$ cat config.mk
export PLATFORM = sky130hd
export DESIGN_NAME = player_missile
export DESIGN_NICKNAME = d
export VERILOG_FILES = /design/src/rtl/player_missile.sv
export SDC_FILE = /design/constraint.sdc
export NUM_CORES = 1
export LEC_CHECK = 0
export BUFFER_PORTS_ARGS = -buffer_cell sky130_fd_sc_hd__buf_2
export CELL_PAD_IN_SITES_DETAIL_PLACEMENT = 0
export CELL_PAD_IN_SITES_GLOBAL_PLACEMENT = 2
export CORE_MARGIN = 1.5
export CORE_UTILIZATION = 29
export DETAILED_ROUTE_END_ITERATION = 7
export PLACE_DENSITY = 0.93
export SYNTH_ARGS = -nofsm -noshare
export SYNTH_HDL_FRONTEND = slang
export SYNTH_SLANG_ARGS = --single-unit
$ cat constraint.sdc
create_clock -name clk_i -period 10.4 [get_ports clk_i]
set_input_delay 0.52 -clock clk_i [delete_from_list [all_inputs] [get_ports clk_i]]
set_output_delay 0.52 -clock clk_i [all_outputs]
set_load 0.1 [all_outputs]
$ cat src/rtl/player_missile.sv
// Player missile: launches on a fire edge, climbs once per frame, and reports the
// lowest-index live enemy whose box it overlaps with a one-cycle hit pulse.
module player_missile #(
    parameter int          num_enemies_p     = 4,
    parameter logic [9:0]  missile_width_p   = 10'd4,
    parameter logic [9:0]  missile_height_p  = 10'd10,
    parameter logic [9:0]  ship_width_p      = 10'd40,
    parameter logic [9:0]  spawn_top_p       = 10'd440,
    parameter logic [9:0]  speed_p           = 10'd8,
    parameter logic [3:0]  cooldown_frames_p = 4'd15,
    parameter logic [11:0] color_p           = 12'hF00
) (
    input  logic                        clk_i,
    input  logic                        reset_i,
    input  logic                        frame_i,
    input  logic                        fire_i,
    input  logic [9:0]                  ship_left_i,
    input  logic [10*num_enemies_p-1:0] enemy_left_i,
    input  logic [10*num_enemies_p-1:0] enemy_right_i,
    input  logic [10*num_enemies_p-1:0] enemy_top_i,
    input  logic [10*num_enemies_p-1:0] enemy_bot_i,
    input  logic [num_enemies_p-1:0]    enemy_dead_i,
    output logic [num_enemies_p-1:0]    hit_o,
    output logic                        active_o,
    output logic [9:0]                  left_pos_o,
    output logic [9:0]                  right_pos_o,
    output logic [9:0]                  top_pos_o,
    output logic [9:0]                  bot_pos_o,
    output logic [3:0]                  missile_red_o,
    output logic [3:0]                  missile_green_o,
    output logic [3:0]                  missile_blue_o
);

    localparam logic [2:0] state_error_lp    = 3'b000;
    localparam logic [2:0] state_ready_lp    = 3'b001;
    localparam logic [2:0] state_flying_lp   = 3'b010;
    localparam logic [2:0] state_cooldown_lp = 3'b100;

    logic [2:0]               state_q, state_d;
    logic                     fire_prev_q;
    logic [num_enemies_p-1:0] hit_q, hit_d;
    logic [3:0]               cnt_q, cnt_d;
    logic [9:0]               left_q, left_d, top_q, top_d;

    logic                     fire_edge;
    logic [9:0]               m_right, m_bot;
    logic [num_enemies_p-1:0] overlap, hit_sel;

    always_comb begin
        fire_edge = fire_i & ~fire_prev_q;
        m_right   = left_q + missile_width_p - 10'd1;
        m_bot     = top_q + missile_height_p - 10'd1;
        overlap   = '0;
        for (int i = 0; i < num_enemies_p; i++) begin
            overlap[i] = ~enemy_dead_i[i]
                       & (left_q  <= enemy_right_i[10*i +: 10])
                       & (m_right >= enemy_left_i[10*i +: 10])
                       & (top_q   <= enemy_bot_i[10*i +: 10])
                       & (m_bot   >= enemy_top_i[10*i +: 10]);
        end
        // Two's-complement trick isolates the lowest set bit: lowest index wins.
        hit_sel = overlap & (~overlap + 1'b1);
    end

    always_comb begin
        state_d = state_q;
        left_d  = left_q;
        top_d   = top_q;
        cnt_d   = cnt_q;
        hit_d   = '0;
        case (state_q)
            state_ready_lp: begin
                if (fire_edge) begin
                    left_d  = ship_left_i + (ship_width_p >> 1) - (missile_width_p >> 1);
                    top_d   = spawn_top_p;
                    state_d = state_flying_lp;
                end
            end
            state_flying_lp: begin
                if (|overlap) begin
                    hit_d   = hit_sel;
                    cnt_d   = cooldown_frames_p;
                    state_d = state_cooldown_lp;
                end else if (frame_i) begin
                    // Top edge would underflow: treat as leaving the screen.
                    if (top_q < speed_p) begin
                        cnt_d   = cooldown_frames_p;
                        state_d = state_cooldown_lp;
                    end else begin
                        top_d = top_q - speed_p;
                    end
                end
            end
            state_cooldown_lp: begin
                if (cnt_q == 4'd0) begin
                    state_d = state_ready_lp;
                end else if (frame_i) begin
                    cnt_d = cnt_q - 4'd1;
                end
            end
            default: state_d = state_ready_lp;
        endcase
    end

    always_ff @(posedge clk_i) begin
        if (reset_i) begin
            state_q     <= state_ready_lp;
            fire_prev_q <= 1'b0;
            hit_q       <= '0;
            cnt_q       <= 4'd0;
        end else begin
            state_q     <= state_d;
            fire_prev_q <= fire_i;
            hit_q       <= hit_d;
            cnt_q       <= cnt_d;
        end
    end

    // Position registers are only observed while flying, so they need no reset.
    always_ff @(posedge clk_i) begin
        left_q <= left_d;
        top_q  <= top_d;
    end

    assign active_o        = (state_q == state_flying_lp);
    assign hit_o           = hit_q;
    assign left_pos_o      = active_o ? left_q  : 10'd0;
    assign right_pos_o     = active_o ? m_right : 10'd0;
    assign top_pos_o       = active_o ? top_q   : 10'd0;
    assign bot_pos_o       = active_o ? m_bot   : 10'd0;
    assign missile_red_o   = color_p[11:8];
    assign missile_green_o = color_p[7:4];
    assign missile_blue_o  = color_p[3:0];

endmodule

Word level (Yosys, flattened, before mapping)
Index checks and enable logic that the tools add are counted.

Input bits: 178. Output and inout bits: 57. Word-level logic and storage cells: 100. Bits in registers: 32.

Muxes and demuxes: 21. Magnitude comparators: 17. Reduce and logical (&&, ||, !) cells: 9. Add/subtract/negate cells: 9. Bitwise operators: 26. Equality and inequality tests: 12.

Operators with widths (count): $ge 10x10->1 (8); $le 10x10->1 (8); $mux 10 (8); $mux 4 (5); $pmux 10 s2 (1); $sub 10x1->10 const B (2); $and 1x1->1 (17); $mux 3 (5); $ne 2x2->1 const B (7); $add 10x3->10 const B (1); $add 10x4->10 const B (1); $add 10x5->10 const B (1); $lt 10x4->1 const B (1); $reduce_and 5->1 (2); $sub 10x2->10 const B (1); $sub 10x4->10 const B (1); $pmux 3 s3 (1); $pmux 4 s2 (1); $not 1->1 (7); $add 4x1->4 const B (1); $and 4x4->4 (1); $logic_not 4->1 (1); $not 4->4 (1); $reduce_and 4->1 (1); 10 further kinds (11).

Depth between registers and ports, before layout
Gate-level depths: netlist (run 1).

Depth in word-level cells: 9. Mapped depth: 13. Depth with buffers taken out: 13.

Worst setup path after synthesis (run 1)
Ideal clock, no wire load.

Kind: reg2reg. Start: register left_q[0]. End: register top_q[3] (enable). Required time: 10.075 ns. Buffers on the path: 0. Period minus slack after synthesis: 3.413 ns. Stages on the path, launching flop included: 13. Slack: 6.987 ns. Arrival: 3.088 ns. Setup time: 0.325 ns. Path through: edfxtp_1 inv_1 ha_1 nand3b_1 xnor2_1 ha_1 nand4_1 o21ai_0 a2111oi_4 o31ai_2 nor4_2 and2_4 a31o_1.

Cells in the longest elaborated chain, start to end: 9. Elaborated cells on any way between the ends: 29. Those cells by class: add/sub (2); order compare (8); eq/ne (1); bitwise (16); reduce/logical (2).

Ends and longest elaborated chain: from (decl) (line 43) `logic [9:0] left_q, left_d, top_q, top_d;`; from (signal assigned) (line 121) `left_q <= left_d;`; $add 10x3->10 (line 51) `m_right = left_q + missile_width_p - 10'd1;`; $sub 10x1->10 (line 51); $ge 10x10->1 (line 57) `& (m_right >= enemy_left_i[10*i +: 10])`; $and 1x1->1 (line 57); $and 1x1->1 (line 58) `& (top_q <= enemy_bot_i[10*i +: 10])`; $and 1x1->1 (line 59) `& (m_bot >= enemy_top_i[10*i +: 10]);`; $reduce_or 4->1 * (line 80) `if (|overlap) begin`; $ne 2x2->1 (no source line) *; $reduce_and 5->1 (no source line) *; to (signal assigned) (line 122) `top_q <= top_d;`; to (decl) (line 43).

Every way passes the cells marked *; elsewhere a longest branch is shown, timed or not. A chain may end at the register's enable or synchronous reset.

Worst setup path after layout (run 1)
Start: register left_q[0]. End: register top_q[4] (enable).

The elaborated chain is that of the path after synthesis.

==> results of run 1 <==
-- stage by stage --
step           power [mW]  utilization [%]  instance area [um2]  worst slack (ps)  hold WS [ps]
5_1_grt             0.560             37.4                 6750              5770           427
2_1_floorplan       0.311                -                 5410              6990           447
4_1_cts             0.523             37.4                 6750              6010           436
3_5_place_dp        0.384             36.6                 6600              6050           469
3_3_place_gp        0.381             36.6                 6600              6090           465
6_report            0.519             37.4                 6750              6050           442
-- worst max path at each step --
stage / start / endpoint / slack, ps / cells past startpoint
3_3_place_gp: left_q[0] / top_q[5] / 6090 / 12
5_1_grt: left_q[0] / top_q[5] / 5770 / 12
3_5_place_dp: left_q[0] / top_q[3] / 6050 / 12
4_1_cts: left_q[0] / top_q[5] / 6010 / 12
6_report: left_q[0] / top_q[4] / 6050 / 12
2_1_floorplan: left_q[0] / top_q[3] / 6990 / 12
-- power breakdown --
part	switching [mW]	total (mW)	internal [mW]
Clock	0.0509	0.138	0.0875
Sequential	0.0109	0.139	0.128
Combinational	0.146	0.242	0.0960
-- critical path, stage by stage, from the launching register on --
cell       delay, ps
edfxtp_1         550
inv_1            240
ha_1             310
nand3b_1         190
xnor2_1          520
ha_1             370
nand4_1           90
o21ai_0          130
a2111oi_4        480
o31ai_2          140
nor4_2           360
and2_4           240
a31o_1           380
-- layer usage --
metal  part of all wire, %  vias to the layer above
met4                   1.3                        2
met3                   5.5                       15
li1                      -                     2729
met1                    45                     2282
met2                    48                      177
met5                 0.042                        -
-- registers in the layout, indices dropped and copies added, names as in the netlist --
name,flops
left_q,10
hit_o,4
fire_prev_q,1
state_q,3
top_q,7
cnt_q,4
-- placed cells by master, fill, tap and decap left out, types with 4 or more instances in the layout --
master | synthesis | routed
buf_2 | 0 | 213
inv_1 | 147 | 147
ha_1 | 141 | 141
nor2_1 | 32 | 32
nand2_1 | 30 | 30
a21oi_1 | 29 | 29
and2_1 | 26 | 26
nand3_1 | 17 | 17
conb_1 | 2 | 17
edfxtp_1 | 17 | 17
a211oi_1 | 16 | 16
xnor2_1 | 15 | 15
o21ai_0 | 15 | 15
a21o_1 | 12 | 12
dfxtp_1 | 12 | 12
nand4_1 | 11 | 11
nor3_1 | 10 | 10
o31ai_1 | 10 | 10
xor2_1 | 8 | 8
o211ai_1 | 8 | 8
nor4_1 | 8 | 8
o21ai_1 | 7 | 7
nand2b_1 | 5 | 5
clkbuf_16 | 0 | 5
o2111ai_1 | 4 | 4
a31oi_1 | 4 | 4
nor3b_1 | 5 | 4
-- logic make-up after synthesis --
logic type	Yosys count	synth area share, %
simple gates	166	17.5
compound gates	135	18.1
xor+xnor	23	3.76
buf+inv	174	13.5
fa+ha+maj	141	32.9
flops	29	14.0
other cells	2	0.140
-- cell type report --
type | count | share of cell area [%]
clock buffer | 5 | 1.85
clock inverter | 3 | 0.260
inverter | 148 | 8.23
multi-input combinational | 482 | 58.5
sequential | 29 | 11.1
tap | 229 | 4.25
timing repair buffer | 213 | 15.8
==> run summary, run 1 <==
launching point of the worst reg2reg path: left_q[0]
met1 Track Usage GR: 21.9%
worst hold endpoint: left_q[0]
GRT Util Overall: 16.7%
Hold WC Path Type: in -> reg
leading area contributor after synthesis: ha_1
grt total ovfl: 0
RePlAce Congestion: 0.845
# clock sinks: 29
GRT met3 Usage: 2.69%
Post-Route WL: 16600 um
TritonCTS buffer count: 5
syn_area_per_cell: 7.99 um2
area grow syn2layout: 26.0%
final setup fails: 0
Non-Filler Instances: 1109
worst reg-to-reg path cell count: 12
Via Count: 5205
clock root buffer: clkbuf_16
top-count cell post-synth: inv_1
clk_skew: 6.97 ps
Die H: 139 um
Mapped Cells: 670
TritonRoute pass-1 iters: 5
CP max FO: 9
Distinct cells, synth: 64
hold_buf cts: 0
mapped cell area: 5360 um2
# H-tree levels: 2
setup TNS: 0 ps
fill count: 1961
LEAKAGE: 3.85 nW
Critical Path AT: 4290 ps
CTS clk-pin slew, worst paths: 60 ps
Inst Count DP: 1101
Critical Path End Type: register
Final Max Slew Viols: 0
post_cts resized: 0
RR Endpoint: top_q[4]
Slew HR: 34.6%
Max Cap Viol: 0
kind of critical path: reg -> reg
unrepaired setup endpoints after global routing: no
post-synth top area share: 32.9%
Fin. Hold Viols: 0
largest net degree at the start of global routing: 36
Core ar.: 18000 um2
peak supply drop: 0.0000756 V
met2 Use GR: 29.0%
Final ANT Viol Nets: 0
Multi-input gate area: 3950 um2
Tmin final: 4350 ps
antenna cells: 0
Detailed Route Iter0 Violations: 216
ys async rst share: 0%
Synth top cells by count: 147 x inv_1, 141 x ha_1, 32 x nor2_1
Main synth FF type: edfxtp_1
Detail Placement HPWL: 14100 um
pwr/cell area: 76.9 nW/um2
sequential-to-total area share from yosys stat: 14.0%
Starting Density: 29.7%
synth warn: 0
reg2reg setup slack: 6050 ps
number of synthesized flops with an enable pin: 17
Die Area: 19300 um2
Max Freq: 0.230 GHz
Hold Crit Start: ship_left_i[0]
post-CTS setup buffer count: 0
clk_lat worst skew: 280 ps
Remaining DRCs: 0
vias in the first global route: 5018
outcome: finished clean
die width: 139 um
first-pass GRT wire length: 25700 um
Worst Path Required: 10330 ps
Hold Path Stages: 1
row count: 49
top post-synthesis cells by area: ha_1 33%, inv_1 10%, edfxtp_1 9.5%
I/O pin total: 235
Reg area: 751 um2
number of port buffers: 213
Avg WL per Cell: 15.0 um
Vias/cell: 4.69
crit start category: register
Layout Nets: 1198
period utilisation layout: 41.9%
gr busiest metal: met2
#FFs+latches synth: 29
initial antenna violation count: 1
Longest Clk Path Bufs: 2
fraction of layout cells with a size suffix above 1: 27.3%
CTS tree: built
worst slew pin tran: 976 ps
Note: power is estimated with default switching activity, not from simulation.
==> inputs of run 2 (changes only) <==
--- a/config.mk
+++ b/config.mk
@@ -9,9 +9,9 @@
 export CELL_PAD_IN_SITES_DETAIL_PLACEMENT = 0
 export CELL_PAD_IN_SITES_GLOBAL_PLACEMENT = 2
 export CORE_MARGIN = 1.5
-export CORE_UTILIZATION = 29
+export CORE_UTILIZATION = 24
 export DETAILED_ROUTE_END_ITERATION = 7
-export PLACE_DENSITY = 0.93
+export PLACE_DENSITY = 0.83
 export SYNTH_ARGS = -nofsm -noshare
 export SYNTH_HDL_FRONTEND = slang
 export SYNTH_SLANG_ARGS = --single-unit
==> constraint.sdc (replaced) <==
create_clock -name clk_i -period 3.58 [get_ports clk_i]
set_input_delay 0.179 -clock clk_i [delete_from_list [all_inputs] [get_ports clk_i]]
set_output_delay 0.179 -clock clk_i [all_outputs]
set_load 0.1 [all_outputs]
==> run summary, run 2 (synthesis results as in run 1) <==
unrepaired setup endpoints after global routing: no
Die Area: 23200 um2
Via Count: 5325
clk_lat worst skew: 270 ps
Non-Filler Instances: 1206
CP max FO: 5
die width: 152 um
Detailed Route Iter0 Violations: 195
Max Freq: 0.297 GHz
Hold WC Path Type: in -> reg
post-CTS setup buffer count: 0
clock root buffer: clkbuf_16
row count: 54
Top Registers: left_q x10, top_q x7
setup TNS: 0 ps
kind of critical path: reg -> reg
Inst Count DP: 1191
Die H: 152 um
largest net degree at the start of global routing: 35
Slew HR: 65.1%
Final Max Slew Viols: 0
GRT Util Overall: 15.1%
Core ar.: 21800 um2
# clock sinks: 29
fill count: 2376
Vias/cell: 4.42
Multi-input gate area: 3970 um2
Longest Clk Path Bufs: 2
Reg with most FFs: left_q
CTS tree: built
Starting Density: 24.5%
Tmin final: 3370 ps
area grow syn2layout: 33.5%
Reg area: 751 um2
peak supply drop: 0.000190 V
TritonRoute pass-1 iters: 4
initial antenna violation count: 8
Fin. Hold Viols: 0
Critical Path AT: 3520 ps
first-pass GRT wire length: 27800 um
number of port buffers: 213
final setup fails: 0
CTS clk-pin slew, worst paths: 50 ps
Remaining DRCs: 0
LEAKAGE: 4.05 nW
I/O pin total: 235
Design Power: 1.55 mW
Layout Nets: 1237
grt total ovfl: 0
Max Cap Viol: 0
Detail Placement HPWL: 15700 um
vias in the first global route: 5262
RePlAce Congestion: 0.802
Critical Path End Type: register
TritonCTS buffer count: 5
Worst Path Required: 3730 ps
crit start category: register
most frequent cells in the layout: 213 x buf_2, 147 x inv_1, 141 x ha_1, 39 x buf_4, 32 x nor2_1
clk_skew: 1.88 ps
period utilisation layout: 94.2%
worst slew pin tran: 520 ps
Worst Hold Slack: 82.4 ps
pwr/cell area: 217 nW/um2
Post-Route WL: 17800 um
most common cell after layout, fill and taps aside: buf_2
# H-tree levels: 2
outcome: finished clean
max FFs per register: 10
fraction of layout cells with a size suffix above 1: 30.8%
Layout Utilization: 32.8%
Final ANT Viol Nets: 0
Avg WL per Cell: 14.7 um
[run 2: repair_timing]
action                     CTS  global route
setup endpoints to repair    0            11
resized for setup            0             5
hold buffers                 0             0
[run 2: through the flow]
stage	area [um2]	setup WS, ps
6_report	7150	209
5_1_grt	7140	21.7
4_1_cts	7100	81.8
3_5_place_dp	6960	102
3_3_place_gp	6960	125
2_1_floorplan	5410	167
[run 2: metal layers]
layer  global-route usage, %  part of all wire, %
met3                    3.78                  6.5
met5                       0                0.039
met2                    25.7                   47
met1                    19.2                   46
met4                    2.87                  1.1
[run 2: area by class of cell]
type | instances | share of cell area, %
multi-input cells | 482 | 55.6
inverters | 148 | 7.77
repair buffers | 252 | 19.0
diodes | 7 | 0.245
clock buffers | 5 | 1.75
flip-flops and latches | 29 | 10.5
well taps | 280 | 4.90
clock inverters | 3 | 0.245
[run 2: critical path, stage by stage (launching register included)]
cell      delay, ps
edfxtp_1        410
buf_4           180
o21ai_0         260
xnor2_1         150
buf_4           160
ha_1            240
a21o_1          190
a211oi_2        300
o211ai_1        170
nand2_1         100
and4b_4         220
or4_4           430
o32ai_4         300
o31ai_1         120
[run 2: final timing paths]
check | startpoint | endpoint | slack (ps) | depth (start not counted)
worst max register to register | left_q[1] | cnt_q[0] | 210 | 13
worst max-delay path | left_q[1] | cnt_q[0] | 210 | 13
worst min register to register | cnt_q[3] | cnt_q[3] | 480 | 2
worst min-delay path | ship_left_i[0] | left_q[0] | 80 | 1
[run 2: power breakdown]
group / leakage [nW] / switching, mW / internal (mW) / total (mW)
Clock: 0.0696 / 0.148 / 0.254 / 0.402
Combinational: 3.73 / 0.453 / 0.313 / 0.766
Sequential: 0.243 / 0.0122 / 0.371 / 0.383
